`src/rtl/memoria_amostras_pkg.sv`:
```
// Shared definitions for the sample memory: load FSM encodings and address-space sizing.
// The optional parity feature is controlled by MEMORIA_PARIDADE_EN (see memoria_amostras.sv).
package memoria_pkg;

   localparam int ADDR_W    = 6;
   localparam int MEM_DEPTH = 64;

   typedef enum logic [1:0] {
      OCIOSO     = 2'b00,
      CARREGANDO = 2'b01,
      CONCLUIDO  = 2'b10
   } estado_t;

endpackage : memoria_pkg

```
`src/rtl/memoria_amostras_if.sv`:
```
// Load/read bus between the transform controller (master) and the sample memory (slave).
// Parity_Error exists only when MEMORIA_PARIDADE_EN is defined.
interface memoria_amostras_if
   import memoria_pkg::*;
#(
   parameter int DATA_WIDTH = 8
);

   logic                  Load_Start;
   logic                  Load_Valid;
   logic [DATA_WIDTH-1:0] Load_Data;
   logic                  Load_Ready;
   logic                  Load_Done;
   logic                  Read_Enable;
   logic [ADDR_W-1:0]     Address;
   logic [DATA_WIDTH-1:0] Data_Out;
   logic                  Data_Valid;
   logic                  Read_Error;
`ifdef MEMORIA_PARIDADE_EN
   logic                  Parity_Error;
`endif

   modport master (
      output Load_Start, Load_Valid, Load_Data, Read_Enable, Address,
`ifdef MEMORIA_PARIDADE_EN
      input  Parity_Error,
`endif
      input  Load_Ready, Load_Done, Data_Out, Data_Valid, Read_Error
   );

   modport slave (
      input  Load_Start, Load_Valid, Load_Data, Read_Enable, Address,
`ifdef MEMORIA_PARIDADE_EN
      output Parity_Error,
`endif
      output Load_Ready, Load_Done, Data_Out, Data_Valid, Read_Error
   );

endinterface : memoria_amostras_if

```
`src/rtl/memoria_amostras_ram.sv`:
```
// Ram_Simples: single-port storage with synchronous write and registered read.
// Under MEMORIA_PARIDADE_EN each word carries an even-parity bit checked on read.
module ram_simples
   import memoria_pkg::*;
#(
   parameter int DATA_WIDTH = 8,
   parameter int DEPTH      = MEM_DEPTH
)(
   input  logic                  Clock,
   input  logic                  Reset,
   input  logic                  Write_Enable,
   input  logic                  Read_Enable,
   input  logic [ADDR_W-1:0]     Address,
   input  logic [DATA_WIDTH-1:0] Write_Data,
`ifdef MEMORIA_PARIDADE_EN
   output logic                  Parity_Error,
`endif
   output logic [DATA_WIDTH-1:0] Read_Data
);

`ifdef MEMORIA_PARIDADE_EN
   localparam int WORD_W = DATA_WIDTH + 1;

   function automatic logic even_parity(input logic [DATA_WIDTH-1:0] word);
      return ^word;
   endfunction

   logic parity_err_r;
`else
   localparam int WORD_W = DATA_WIDTH;
`endif

   logic [WORD_W-1:0]     mem_r [DEPTH];
   logic [WORD_W-1:0]     wr_word_s;
   logic [DATA_WIDTH-1:0] rd_data_r;

   // Build the stored word (data plus parity bit when enabled)
   always_comb begin
`ifdef MEMORIA_PARIDADE_EN
      wr_word_s = {even_parity(Write_Data), Write_Data};
`else
      wr_word_s = Write_Data;
`endif
   end

   // Storage array: never reset, contents survive Reset
   always_ff @(posedge Clock) begin
      if (Write_Enable) begin
         mem_r[Address] <= wr_word_s;
      end
   end

   // Read register holds its value between reads; cleared only by Reset
   always_ff @(posedge Clock or posedge Reset) begin
      if (Reset) begin
         rd_data_r <= '0;
`ifdef MEMORIA_PARIDADE_EN
         parity_err_r <= 1'b0;
`endif
      end else begin
         if (Read_Enable) begin
            rd_data_r <= mem_r[Address][DATA_WIDTH-1:0];
         end
`ifdef MEMORIA_PARIDADE_EN
         // Whole stored word must XOR to zero under even parity
         parity_err_r <= Read_Enable & (^mem_r[Address]);
`endif
      end
   end

   assign Read_Data = rd_data_r;
`ifdef MEMORIA_PARIDADE_EN
   assign Parity_Error = parity_err_r;
`endif

endmodule : ram_simples

```
`src/rtl/memoria_amostras.sv`:
```
// Memoria_Amostras: 64-word 8x8 sample buffer with a block-load FSM and 1-cycle read port.
// Optional MEMORIA_PARIDADE_EN adds per-word even parity and the Parity_Error pulse.
module memoria_amostras
   import memoria_pkg::*;
#(
   parameter int DATA_WIDTH = 8,
   parameter int DEPTH      = MEM_DEPTH
)(
   input  logic               Clock,
   input  logic               Reset,
   memoria_amostras_if.slave  bus
);

   estado_t           state_r;
   logic [ADDR_W-1:0] wr_cnt_r;
   logic [ADDR_W-1:0] ram_addr_s;
   logic              wr_en_s;
   logic              rd_en_s;
   logic              load_ready_r;
   logic              load_done_r;
   logic              data_valid_r;
   logic              read_error_r;

   // Single RAM port: the write counter owns it while loading, reads get it otherwise
   always_comb begin
      wr_en_s    = 1'b0;
      rd_en_s    = 1'b0;
      ram_addr_s = bus.Address;
      if (state_r == CARREGANDO) begin
         wr_en_s    = bus.Load_Valid;
         ram_addr_s = wr_cnt_r;
      end else begin
         rd_en_s    = bus.Read_Enable;
      end
   end

   // Load FSM with registered handshake and read-response flags
   always_ff @(posedge Clock or posedge Reset) begin
      if (Reset) begin
         state_r      <= OCIOSO;
         wr_cnt_r     <= 6'd0;
         load_ready_r <= 1'b0;
         load_done_r  <= 1'b0;
         data_valid_r <= 1'b0;
         read_error_r <= 1'b0;
      end else begin
         data_valid_r <= rd_en_s;
         read_error_r <= bus.Read_Enable & (state_r == CARREGANDO);
         load_done_r  <= 1'b0;
         case (state_r)
            OCIOSO: begin
               if (bus.Load_Start) begin
                  state_r      <= CARREGANDO;
                  wr_cnt_r     <= 6'd0;
                  load_ready_r <= 1'b1;
               end else begin
                  load_ready_r <= 1'b0;
               end
            end
            CARREGANDO: begin
               if (bus.Load_Valid) begin
                  wr_cnt_r <= wr_cnt_r + 6'd1;
                  if (wr_cnt_r == 6'd63) begin
                     state_r      <= CONCLUIDO;
                     load_ready_r <= 1'b0;
                     load_done_r  <= 1'b1;
                  end
               end
            end
            CONCLUIDO: begin
               state_r      <= OCIOSO;
               load_ready_r <= 1'b0;
            end
            default: begin
               state_r      <= OCIOSO;
               wr_cnt_r     <= 6'd0;
               load_ready_r <= 1'b0;
            end
         endcase
      end
   end

   ram_simples #(
      .DATA_WIDTH (DATA_WIDTH),
      .DEPTH      (DEPTH)
   ) u_ram (
      .Clock        (Clock),
      .Reset        (Reset),
      .Write_Enable (wr_en_s),
      .Read_Enable  (rd_en_s),
      .Address      (ram_addr_s),
      .Write_Data   (bus.Load_Data),
`ifdef MEMORIA_PARIDADE_EN
      .Parity_Error (bus.Parity_Error),
`endif
      .Read_Data    (bus.Data_Out)
   );

   assign bus.Load_Ready = load_ready_r;
   assign bus.Load_Done  = load_done_r;
   assign bus.Data_Valid = data_valid_r;
   assign bus.Read_Error = read_error_r;

endmodule : memoria_amostras

```
`src/flat_wrapper.sv`:
```
// flat-port wrapper written by rule: the top's interface ports become plain ports
module memoria_amostras_flat import memoria_pkg::*;
#(
   parameter int DATA_WIDTH = 8,
   parameter int DEPTH      = MEM_DEPTH
)
  (Clock, Reset, bus_Load_Start, bus_Load_Valid, bus_Load_Data, bus_Read_Enable, bus_Address, bus_Load_Ready, bus_Load_Done, bus_Data_Out, bus_Data_Valid, bus_Read_Error);
  memoria_amostras_if #(.DATA_WIDTH(DATA_WIDTH)) bus_i ();
  input  logic Clock;
  input  logic Reset;
  input wire logic [$bits(bus_i.Load_Start)-1:0] bus_Load_Start;
  input wire logic [$bits(bus_i.Load_Valid)-1:0] bus_Load_Valid;
  input wire logic [$bits(bus_i.Load_Data)-1:0] bus_Load_Data;
  input wire logic [$bits(bus_i.Read_Enable)-1:0] bus_Read_Enable;
  input wire logic [$bits(bus_i.Address)-1:0] bus_Address;
  output wire logic [$bits(bus_i.Load_Ready)-1:0] bus_Load_Ready;
  output wire logic [$bits(bus_i.Load_Done)-1:0] bus_Load_Done;
  output wire logic [$bits(bus_i.Data_Out)-1:0] bus_Data_Out;
  output wire logic [$bits(bus_i.Data_Valid)-1:0] bus_Data_Valid;
  output wire logic [$bits(bus_i.Read_Error)-1:0] bus_Read_Error;
  assign bus_i.Load_Start = bus_Load_Start;
  assign bus_i.Load_Valid = bus_Load_Valid;
  assign bus_i.Load_Data = bus_Load_Data;
  assign bus_i.Read_Enable = bus_Read_Enable;
  assign bus_i.Address = bus_Address;
  assign bus_Load_Ready = bus_i.Load_Ready;
  assign bus_Load_Done = bus_i.Load_Done;
  assign bus_Data_Out = bus_i.Data_Out;
  assign bus_Data_Valid = bus_i.Data_Valid;
  assign bus_Read_Error = bus_i.Read_Error;
  memoria_amostras #(.DATA_WIDTH(DATA_WIDTH), .DEPTH(DEPTH)) u_core (.Clock(Clock), .Reset(Reset), .bus(bus_i));
endmodule
```
`config.mk`:
```
export PLATFORM = sky130hd
export DESIGN_NAME = memoria_amostras_flat
export DESIGN_NICKNAME = d
export VERILOG_FILES = /design/src/rtl/memoria_amostras_pkg.sv /design/src/rtl/memoria_amostras_if.sv /design/src/rtl/memoria_amostras_ram.sv /design/src/rtl/memoria_amostras.sv /design/src/flat_wrapper.sv
export SDC_FILE = /design/constraint.sdc
export NUM_CORES = 1
export LEC_CHECK = 0
export CAP_MARGIN = 30
export CORE_MARGIN = 3
export CORE_UTILIZATION = 62
export CTS_CLUSTER_DIAMETER = 60
export DETAILED_ROUTE_END_ITERATION = 10
export PLACE_DENSITY = 0.79
export SLEW_MARGIN = 20
export SYNTH_ARGS = -nofsm -noshare
export SYNTH_HDL_FRONTEND = slang
export SYNTH_HIERARCHICAL = 1
export SYNTH_SLANG_ARGS = --single-unit
```
`constraint.sdc`:
```
create_clock -name Clock -period 3.83 [get_ports Clock]
set_clock_uncertainty 0.05 [all_clocks]
set_input_delay 0.766 -clock Clock [delete_from_list [all_inputs] [get_ports Clock]]
set_output_delay 0.766 -clock Clock [all_outputs]
set_load 0.01 [all_outputs]
```
==> reports/summary.md <==
* completed — outcome
* 0 — Max-Cap Viols
* sky130_fd_sc_hd__edfxtp_1 — top_reg_cell synth
* 0.56 ns — later-pin clock latency in the skew report
* 0.967 — Final Wtd Congestion
* 63.9% — Initial Utilization
* 0.268 GHz — Max Clk Rate
* 0.923 ns — actual slew at the worst max-slew pin
* 28 — CP Max Fanout
* 190 µm — Die X
* 190 µm — vertical extent of the die
* 35000 µm — DPL Wire Length
* 512 — Post-synth EDFFs
* 532 — number of sinks handled by clock tree synthesis
* 6 — number of warnings reported in the yosys synthesis log
* 0 — setup repair bufs after CTS
* 45 — largest net degree at the start of global routing
* 30 — Buffers on Ports
* 532 — Synth Register Bits
* flop to flop — type of the worst min-delay path
* flop to flop — WS Path Type
* 0.07 ns — clk slew on worst S/H paths
* 0 — CTS-repair resized insts
* 12.3k — number of global-route vias before repair
* sky130_fd_sc_hd__edfxtp_1, sky130_fd_sc_hd__mux2i_1, sky130_fd_sc_hd__nor2_1 — top cell types by occurrence after synthesis
* 0.0363 mm² — Total Die Area
* 0.0211 mm² — Mapped Area
* 4.12 ns — CP Data Arrival Time
* 81400 µm — wire length of the first global-routing pass
* 1936 — violation count after the first detailed-routing iteration
* 1938 — number of filler instances in the final layout
* 0 — number of failing hold endpoints at the final stage
* yes — CTS tree
* 0 — total gr overflow
* 31 — I/O pin count
* 17.4 µm² — syn_area_per_cell
* 72.9% — top cell type's share of synthesized area
* 3 — Clock Tree Buf Depth
* 73.5% — post-route core utilization
* 0 — Post-CTS Hold Fix Bufs
* 6.84 — Avg Vias per Cell
* 2 — H-Tree Level Count
* 66 — number of cell rows
* 21.7% — fraction of final layout cells with drive strength greater than 1
* sky130_fd_sc_hd__edfxtp_1, sky130_fd_sc_hd__mux2i_1, sky130_fd_sc_hd__mux4_2 — dominant cells by area after synthesis
* sky130_fd_sc_hd__clkbuf_16 — clock tree root buffer cell
* 1382 — number of nets in the layout
* 75.2% — proportion of synthesized chip area in sequential cells
* 38.5% — normalized max-slew margin
* sky130_fd_sc_hd__edfxtp_1 — most frequent cell after synthesis
* flop — CP endpoint kind
* 29.9 µm — routed length per instance
* 1 — initial antenna violation count
* 6 — iteration count of the initial detailed-routing pass
* 3.74 ns — Tmin final
* 0.0330 mm² — total core area
* 0 — final max-slew violation count
* 12.6k — vias after detailed routing
* 1215 — synthesized instance count
* 59 — number of distinct library cells after synthesis
* 50 — total clock buffers created by CTS
* 0.00806 µW — leak pwr
* 0 — Antenna diodes
* 0 ns — sum of negative setup slack
* 3.76% — async set-reset flop share out of synthesis
* sky130_fd_sc_hd__edfxtp_1 — leading area contributor after synthesis
* 97.6% — post-route fraction of the period consumed by the critical path
* 55100 µm — post-detailed-routing wire length
* 501 µV — worst supply voltage drop on vdd
* 30.8% — overall fraction of global-route tracks in use
* 678 mW/mm² — Power per Cell Area
* 0 — endpoints failing setup
* false — setup repair after global routing missed its margin
* 0 — post-route antenna net violation count
* 1235 — Mapped Nets
* 15.0% — area overhead of the layout relative to synthesis
* 4.21 ns — data required time at the worst endpoint
* 0 — DRC Markers
* flop — launching element type of the critical path
## report_power, final
part | switching, µW | total (µW) | leakage, µW | internal [µW]
Clock | 2040 | 4810 | 0.000788 | 2770
Combinational | 3050 | 4920 | 0.00243 | 1870
Sequential | 142 | 6730 | 0.00485 | 6590
Total | 5240 | 16500 | 0.00806 | 11200
## final timing paths
| check | from | to | slack (ns) | cells past startpoint |
|---|---|---|---|---|
| setup / recovery | u_core/state_r[0] | u_core/u_ram/Read_Data[0] | 0.09 | 9 |
| hold reg to reg | u_core/state_r[1] | u_core/state_r[0] | 0.49 | 1 |
| max in group asynchronous | Reset | u_core/bus.Load_Ready | 2.78 | 2 |
| min in group asynchronous | Reset | u_core/u_ram/Read_Data[7] | 0.56 | 2 |
| setup reg to reg | u_core/state_r[0] | u_core/u_ram/Read_Data[0] | 0.09 | 9 |
| hold / removal | u_core/state_r[1] | u_core/state_r[0] | 0.49 | 1 |
## state kept, by name, summed over array words and instances (netlist names)
name,flops
u_core/bus.Load_Ready,1
u_core/u_ram/mem_r,512
u_core/u_ram/Read_Data,8
u_core/bus.Read_Error,1
u_core/bus.Load_Done,1
u_core/wr_cnt_r,6
u_core/bus.Data_Valid,1
u_core/state_r,2
## metal layers
layer / wire length (µm) / part of all wire, % / vias up / track usage (%)
li1: - / - / 5177 / -
met1: 20300 / 37 / 6282 / 44.0
met2: 25600 / 46 / 949 / 47.9
met3: 6640 / 12 / 189 / 6.54
met4: 2590 / 4.7 / 2 / 11.5
met5: 12 / 0.022 / - / 0
## cells by family (layout without fill, tap and decap cells)
kind of cell	Yosys count	count (layout)	share of synthesized area, %
flops	532	532	75.2
compound gates	218	218	7.26
simple gates	211	211	4.52
mux	168	168	10.6
buf+inv	83	269	2.27
xor+xnor	2	2	0.0830
fa+ha+maj	1	1	0.0593
## cell usage in the layout (no fill, tap or decap), types with 6 or more instances in the layout
cell type                         count
sky130_fd_sc_hd__a22oi_1             52
sky130_fd_sc_hd__buf_12               7
sky130_fd_sc_hd__nor2_1              88
sky130_fd_sc_hd__nand3b_1             6
sky130_fd_sc_hd__clkinv_2            11
sky130_fd_sc_hd__mux2_2              33
sky130_fd_sc_hd__clkbuf_1            10
sky130_fd_sc_hd__o211ai_1            10
sky130_fd_sc_hd__a221oi_1            31
sky130_fd_sc_hd__a21oi_1             31
sky130_fd_sc_hd__nand3_1             33
sky130_fd_sc_hd__o22ai_1             18
sky130_fd_sc_hd__edfxtp_1           512
sky130_fd_sc_hd__buf_2                8
sky130_fd_sc_hd__clkdlybuf4s50_1     22
sky130_fd_sc_hd__mux2i_1             92
sky130_fd_sc_hd__nand2_1             46
sky130_fd_sc_hd__o21ai_0             35
sky130_fd_sc_hd__dfrtp_1             20
sky130_fd_sc_hd__clkbuf_16           53
sky130_fd_sc_hd__a31oi_1              6
sky130_fd_sc_hd__clkinv_1            10
sky130_fd_sc_hd__mux4_2              38
sky130_fd_sc_hd__buf_4              135
## area by class of cell
cell class	instances	area, µm²	share of cell area (%)
Tap cell	442	553	2.28
Timing Repair Buffer	173	1440	5.94
Clock inverter	25	190	0.784
Inverter	5	18.8	0.0773
Sequential cell	532	15900	65.4
Multi-Input combinational cell	600	4790	19.7
Clock buffer	66	1410	5.79
## metrics by stage
stage,worst slack (ns),hold slack (ns),power (µW),instances,area (µm²)
after global routing,0.0331,0.523,16900,1843,24300
after CTS,0.236,0.482,16300,1843,24300
after floorplan,0.826,0.425,9720,1215,21100
after detailed placement,0.0739,0.471,11600,1752,22700
final,0.0937,0.485,16500,1843,24300
after global placement,0.0971,0.464,11500,1749,22600
## critical path, stage by stage, from the launching register on
cell	delay (ns)
sky130_fd_sc_hd__dfrtp_1	0.51
sky130_fd_sc_hd__or2b_1	0.42
sky130_fd_sc_hd__mux2_4	0.59
sky130_fd_sc_hd__nor2b_2	0.39
sky130_fd_sc_hd__buf_4	0.28
sky130_fd_sc_hd__a22oi_1	0.12
sky130_fd_sc_hd__and3_1	0.22
sky130_fd_sc_hd__a211oi_1	0.43
sky130_fd_sc_hd__nand4_1	0.17
sky130_fd_sc_hd__o32a_1	0.40
Note: power is estimated with default switching activity, not from simulation.
